--- config.mk ---
export PLATFORM = sky130hd
export DESIGN_NAME = flexcounter_ctrl
export DESIGN_NICKNAME = d
export VERILOG_FILES = /design/src/rtl/flexcounter_pkg.sv /design/src/rtl/flexcounter_ctrl.sv
export SDC_FILE = /design/constraint.sdc
export NUM_CORES = 1
export LEC_CHECK = 0
export BUFFER_PORTS_ARGS = -buffer_cell sky130_fd_sc_hd__buf_2
export CORE_MARGIN = 2
export CORE_UTILIZATION = 35
export CTS_CLUSTER_DIAMETER = 80
export DETAILED_ROUTE_END_ITERATION = 8
export MAX_ROUTING_LAYER = met4
export SLEW_MARGIN = 20
export SYNTH_ARGS = -nofsm -noshare
export SYNTH_HDL_FRONTEND = slang
export SYNTH_SLANG_ARGS = --single-unit
--- constraint.sdc ---
create_clock -name clk -period 4.4 [get_ports clk]
set_input_delay 0 -clock clk [delete_from_list [all_inputs] [get_ports clk]]
set_output_delay 0 -clock clk [all_outputs]
set_load 0.05 [all_outputs]
--- src/rtl/flexcounter_pkg.sv ---
// Shared types and defaults for the flexcounter controller.
package flexcounter_pkg;

  localparam int COUNTSIZE_DFLT = 1024;

  typedef enum logic [1:0] {
    IDLE  = 2'd0,
    CLEAR = 2'd1,
    RUN   = 2'd2,
    DONE  = 2'd3
  } ctrl_state_t;

endpackage

--- src/rtl/flexcounter_ctrl.sv ---
// Runs a flexcounter for requested intervals (one-shot or periodic) and
// reports ticks, completion, aborts and the remaining count.
module flexcounter_ctrl
  import flexcounter_pkg::*;
#(
  parameter int COUNTSIZE  = COUNTSIZE_DFLT,
  parameter int COUNTWIDTH = $clog2(COUNTSIZE)
) (
  input  logic                  clk,
  input  logic                  nRST,
  input  logic                  req_valid,
  output logic                  req_ready,
  input  logic [COUNTWIDTH-1:0] req_len,
  input  logic                  req_periodic,
  input  logic                  stop,
  output logic                  busy,
  output logic                  tick,
  output logic                  done,
  output logic                  aborted,
  output logic [COUNTWIDTH-1:0] remaining,
  output logic                  cnt_nRST,
  output logic                  cnt_enable,
  output logic [COUNTWIDTH-1:0] cnt_max,
  input  logic                  cnt_strobe,
  input  logic [COUNTWIDTH-1:0] cnt_count
);

  ctrl_state_t           state_q, state_d;
  logic [COUNTWIDTH-1:0] len_q, len_d;
  logic                  periodic_q, periodic_d;
  logic [COUNTWIDTH-1:0] cnt_max_q, cnt_max_d;
  logic [COUNTWIDTH-1:0] remaining_q, remaining_d;
  logic                  busy_q, busy_d;
  logic                  tick_q, tick_d;
  logic                  done_q, done_d;
  logic                  aborted_q, aborted_d;
  logic                  cnt_nrst_q, cnt_nrst_d;
  logic                  cnt_enable_q, cnt_enable_d;

  always_comb begin
    state_d    = state_q;
    len_d      = len_q;
    periodic_d = periodic_q;
    cnt_max_d  = cnt_max_q;
    tick_d     = 1'b0;
    aborted_d  = 1'b0;

    unique case (state_q)
      IDLE: begin
        if (req_valid) begin
          len_d      = req_len;
          periodic_d = req_periodic;
          cnt_max_d  = req_len;
          state_d    = (req_len == '0) ? DONE : CLEAR;
        end
      end
      CLEAR: begin
        aborted_d = stop;
        state_d   = stop ? IDLE : RUN;
      end
      RUN: begin
        // A strobe coinciding with stop completes the interval rather than aborting it.
        if (cnt_strobe) begin
          tick_d = 1'b1;
          if (!periodic_q || stop) state_d = DONE;
        end else if (stop) begin
          aborted_d = 1'b1;
          state_d   = IDLE;
        end
      end
      DONE: state_d = IDLE;
      default: state_d = IDLE;
    endcase

    // Outputs are registered, so derive them from the state being entered.
    busy_d       = (state_d != IDLE);
    done_d       = (state_d == DONE);
    cnt_enable_d = (state_d == RUN);
    cnt_nrst_d   = (state_d != CLEAR);
    remaining_d  = '0;
    if (state_d == RUN)
      remaining_d = (cnt_count > len_q) ? '0 : (len_q - cnt_count);
  end

  always_ff @(posedge clk or negedge nRST) begin
    if (!nRST) begin
      state_q      <= IDLE;
      len_q        <= '0;
      periodic_q   <= 1'b0;
      cnt_max_q    <= '0;
      remaining_q  <= '0;
      busy_q       <= 1'b0;
      tick_q       <= 1'b0;
      done_q       <= 1'b0;
      aborted_q    <= 1'b0;
      cnt_nrst_q   <= 1'b0;
      cnt_enable_q <= 1'b0;
    end else begin
      state_q      <= state_d;
      len_q        <= len_d;
      periodic_q   <= periodic_d;
      cnt_max_q    <= cnt_max_d;
      remaining_q  <= remaining_d;
      busy_q       <= busy_d;
      tick_q       <= tick_d;
      done_q       <= done_d;
      aborted_q    <= aborted_d;
      cnt_nrst_q   <= cnt_nrst_d;
      cnt_enable_q <= cnt_enable_d;
    end
  end

  assign req_ready  = (state_q == IDLE);
  assign busy       = busy_q;
  assign tick       = tick_q;
  assign done       = done_q;
  assign aborted    = aborted_q;
  assign remaining  = remaining_q;
  assign cnt_nRST   = cnt_nrst_q;
  assign cnt_enable = cnt_enable_q;
  assign cnt_max    = cnt_max_q;

endmodule

# After elaboration in Yosys (flattened, before gate mapping)
# Cells that the tools add are included.
dict set report word_totals {
  output_inout_bits 27
  register_bits 29
  elab_cells 38
}
dict set report op_classes {
  eq_ne 6
  reduce_logical 6
  add_sub_neg 1
  order_cmp 1
  muxes 14
}
# operator n
set op_table {}
lappend op_table {{2-to-1 mux 10 bit} 2}
lappend op_table {{2-to-1 mux 2 bit} 6}
lappend op_table {{> comparator 10 bit} 1}
lappend op_table {{logical NOT 10 bit} 1}
lappend op_table {{subtractor 10 bit} 1}
lappend op_table {{== test 2 bit, second input constant} 4}
lappend op_table {{case mux 2 bit (4 select lines)} 1}
lappend op_table {{2-to-1 mux 1 bit} 4}
lappend op_table {{== test 2 x 1 -> 1 bit, second input constant} 1}
lappend op_table {{logical NOT 2 bit} 1}
lappend op_table {{inequality test 2 x 1 -> 1 bit, second input constant} 1}
lappend op_table {{case mux 1 bit (2 select lines)} 1}
lappend op_table {{AND reduction 2 bit} 1}
lappend op_table {{nonzero test 2 bit} 1}
lappend op_table {{logical NOT 1 bit} 1}
lappend op_table {{logical OR 1 bit} 1}

# Depth between registers and ports, before layout
dict set report logic_depth {
  depth_word 7
  ltp_mapped 9
  mapped_depth_nobuf 8
}

# Least setup slack after synthesis
# No wires, ideal clock.
dict set report synth_timing {
  kind {flip-flop to flip-flop}
  startpoint {register, netlist name cnt_max[0]}
  endpoint {register remaining_q[3], in the netlist remaining[3]}
  path_buffers 1
  path_slack_ns 1.948
  path_stages_with_launch 10
  setup_ns 0.080
  t_required_ns 4.320
  arrival_ns 2.372
  path_cell_list {dfrtp_1 > inv_1 > ha_1 > fa_1 > nand2b_1 > a21oi_2 > o211ai_1 > a311o_1 > buf_6 > nor3_4}
}
# item line
set synth_lines {}
lappend synth_lines {{end signal: assignment} flexcounter_ctrl.sv:103} ;# remaining_q <= remaining_d;
lappend synth_lines {{end: declaration} flexcounter_ctrl.sv:32} ;# logic [COUNTWIDTH-1:0] remaining_q, remaining_d;

==> results.json <==
{
  "ys_ff_latch": 29,
  "max_cap_violations": 0,
  "skew_ps": 7.43,
  "outcome": "completed",
  "dp.cells": 248,
  "cts_tree": "built",
  "setup.worst_path.end_class": "flop",
  "setup_violations": 0,
  "synth_top_family_by_area": "compound AO/OA/AOI/OAI gates",
  "vias": 1271,
  "synth_mux_area_share_pct": 7.88,
  "crit_end": "remaining[3]",
  "min_period_ps": 2280,
  "r2r_cells": 8,
  "start_kind": "flop",
  "die_area_sq_mm": 0.00504,
  "fin_hold_ws_ps": 15.7,
  "yosys.area.top_type_share_pct": 46.2,
  "coreArea_sq_mm": 0.00435,
  "fmaxAchievable_mhz": 438,
  "critical_path_class": "reg -> reg",
  "drive_gt1_share_pct": 35.8,
  "grt_pass1_vias": 1257,
  "power_leakage_nw": 1.14,
  "synth_edf_count": 0,
  "synth_area_leaders": "dfrtp_1 (46%), ha_1 (10%), mux2_2 (7.9%), inv_1 (4.8%), nor2_1 (3.1%)",
  "finalPower_mw": 1.73,
  "report.final.slew_viol_count": 0,
  "ys_warn_count": 0,
  "layout_setup_ws_ps": 2120,
  "avgRoutedWirePerCell_microns": 12.5,
  "place_ws_ps": 2100,
  "num_antenna_cells": 0,
  "synth.distinct_cells": 35,
  "grt_pass1_wl_microns": 5750,
  "clkTransAtPathRegs_ps": 60,
  "ys_seq_area_share_pct": 46.2,
  "regToRegEndpoint": "remaining[3]",
  "htree_num_levels": 2,
  "post-cts-setup-buffer-count": 0,
  "hold_path.class": "in -> reg",
  "antenna_found_initial": 0,
  "synth-compound-area-share_pct": 13.2,
  "setup_tns_ps": 0,
  "drtPass1Iterations": 4,
  "required_ps": 4600,
  "vdd_ir_drop_max_mv": 0.346,
  "finalWirelength_microns": 3370,
  "grt.total_usage_pct": 14.8,
  "avgSynthCellArea_sq_um": 10.8,
  "cp_max_fo": 10,
  "die_y_microns": 71.0,
  "insertion_delay_ps": 280,
  "worst_ep_arrival_time_ps": 2480,
  "num_rows": 24,
  "reg2reg_from": "cnt_max[0]",
  "fp.dieW_microns": 71.0,
  "num-nets-final": 257,
  "clk_path_buf_depth": 2,
  "netlist_instances": 146,
  "syn2layout_area_growth_pct": 35.1,
  "start_util_pct": 36.1,
  "drtAntennaViolNets": 0,
  "reg2reg_slack_ps": 2120,
  "synthArstFlopShare_pct": 100,
  "grt.overflow.total": 0,
  "tightestPinTransition_ps": 695,
  "synthFlopType": "dfrtp_1",
  "place_congestion": 0.844,
  "drc": 0,
  "syn-cell-area_sq_mm": 0.00157,
  "yosys.area_share.simple_pct": 12.6,
  "min_period_over_period_pct": 51.8,
  "grt_max_degree": 30,
  "port-buffer-count": 52,
  "cts_buffers": 5,
  "dpl.hpwl_microns": 2510,
  "pin_count": 53,
  "hold_viol_final": 0,
  "synth-xor-area-share_pct": 2.79,
  "timing.slew.headroom_pct": 53.2,
  "yosysTopAreaCell": "dfrtp_1",
  "first_iter_violations": 50,
  "rsz0062_at_grt": "no",
  "viasPerCell": 4.71,
  "critPathLaunch": "cnt_max[0]",
  "cts_sinks": 29,
  "root_buffer": "clkbuf_8",
  "fin_cells": 270,
  "final_core_util_pct": 48.8,
  "power_density_mw_per_mm2": 816,
  "place_area_sq_mm": 0.00188,
  "synthesis.nets": 186,
  "design_area_sq_mm": 0.00212,
  "synth_fa_ha_area_share_pct": 11.6
}
==> cell usage in the layout (no fill, tap or decap), types with 2 or more instances in the layout <==
cell type / Yosys / final
nand2_1: 5 / 5
inv_1: 20 / 20
buf_2: 0 / 52
o211ai_1: 5 / 5
nor2b_1: 2 / 2
mux2_2: 11 / 11
and3_1: 2 / 2
a21oi_1: 7 / 7
nand2b_1: 2 / 2
dlygate4sd3_1: 0 / 14
clkbuf_8: 0 / 7
o21ai_0: 3 / 3
dfrtp_1: 29 / 29
a21o_1: 6 / 6
xor2_1: 5 / 5
nand3_1: 2 / 2
nor3_1: 2 / 2
ha_1: 13 / 13
nor2_1: 13 / 13
==> critical path, stage by stage, from the launching register on <==
cell and delay (ps):
dfrtp_1 360, inv_1 50, ha_1 210, fa_1 390
nand2b_1 190, a21oi_2 180, o211ai_1 100, a311o_1 520
nor3_4 220
==> power by group <==
group | internal (mW) | switching, mW
clock network | 0.141 | 0.0958
logic | 0.335 | 0.720
registers | 0.380 | 0.0613
==> logic make-up (layout without fill, tap and decap cells) <==
family          Yosys count  count (layout)
compound gates           30              30
xor+xnor                  5               5
fa+ha+maj                14              14
buf+inv                  22              94
flops                    29              29
mux                      11              11
simple gates             35              35
==> worst min path at each step <==
stage | to | slack (ps) | start | cells past startpoint
floorplan | aborted | -300 | nRST | 0
finish | remaining[0] | 20 | cnt_count[0] | 3
global route | remaining[0] | 20 | cnt_count[0] | 3
CTS | remaining[0] | 10 | cnt_count[0] | 3
global placement | cnt_max[3] | 60 | nRST | 1
detailed placement | cnt_max[3] | 70 | nRST | 1
==> Yosys cell counts, types with 2 or more instances <==
cell type / n
mux2_2: 11
ha_1: 13
o21ai_0: 3
dfrtp_1: 29
nor2_1: 13
xor2_1: 5
nor2b_1: 2
inv_1: 20
a21oi_1: 7
and3_1: 2
nand3_1: 2
o211ai_1: 5
nand2_1: 5
nand2b_1: 2
a21o_1: 6
nor3_1: 2
==> per-layer routing <==
metal	routed length, microns	track usage (%)	share of wire, %	vias up
li1	-	-	-	636
met1	1420	17.9	42	607
met2	1790	24.8	53	24
met3	123	2.56	3.7	4
met4	36	5.45	1.1	0
met5	0	-	0	-
==> layout make-up <==
cell class / instances / area [sq um]
Fill cell: 427 / 2230
Multi-Input combinational cell: 95 / 756
Sequential cell: 29 / 726
Timing Repair Buffer: 66 / 400
Clock buffer: 7 / 96.3
Inverter: 20 / 75.1
Tap cell: 52 / 65.1
Clock inverter: 1 / 5.00
==> what timing repair did <==
action,4_1_cts,5_1_grt
hold endpoints to repair,42,0
resized for setup,0,0
hold buffers,14,0
==> flip-flops by register name (all words and copies together), names as in the netlist <==
register	cells
cnt_enable	1
aborted	1
remaining	10
cnt_max	10
cnt_nRST	1
periodic_q	1
tick	1
done	1
busy	1
state_q	2
Power figures use the tool's default switching activity.
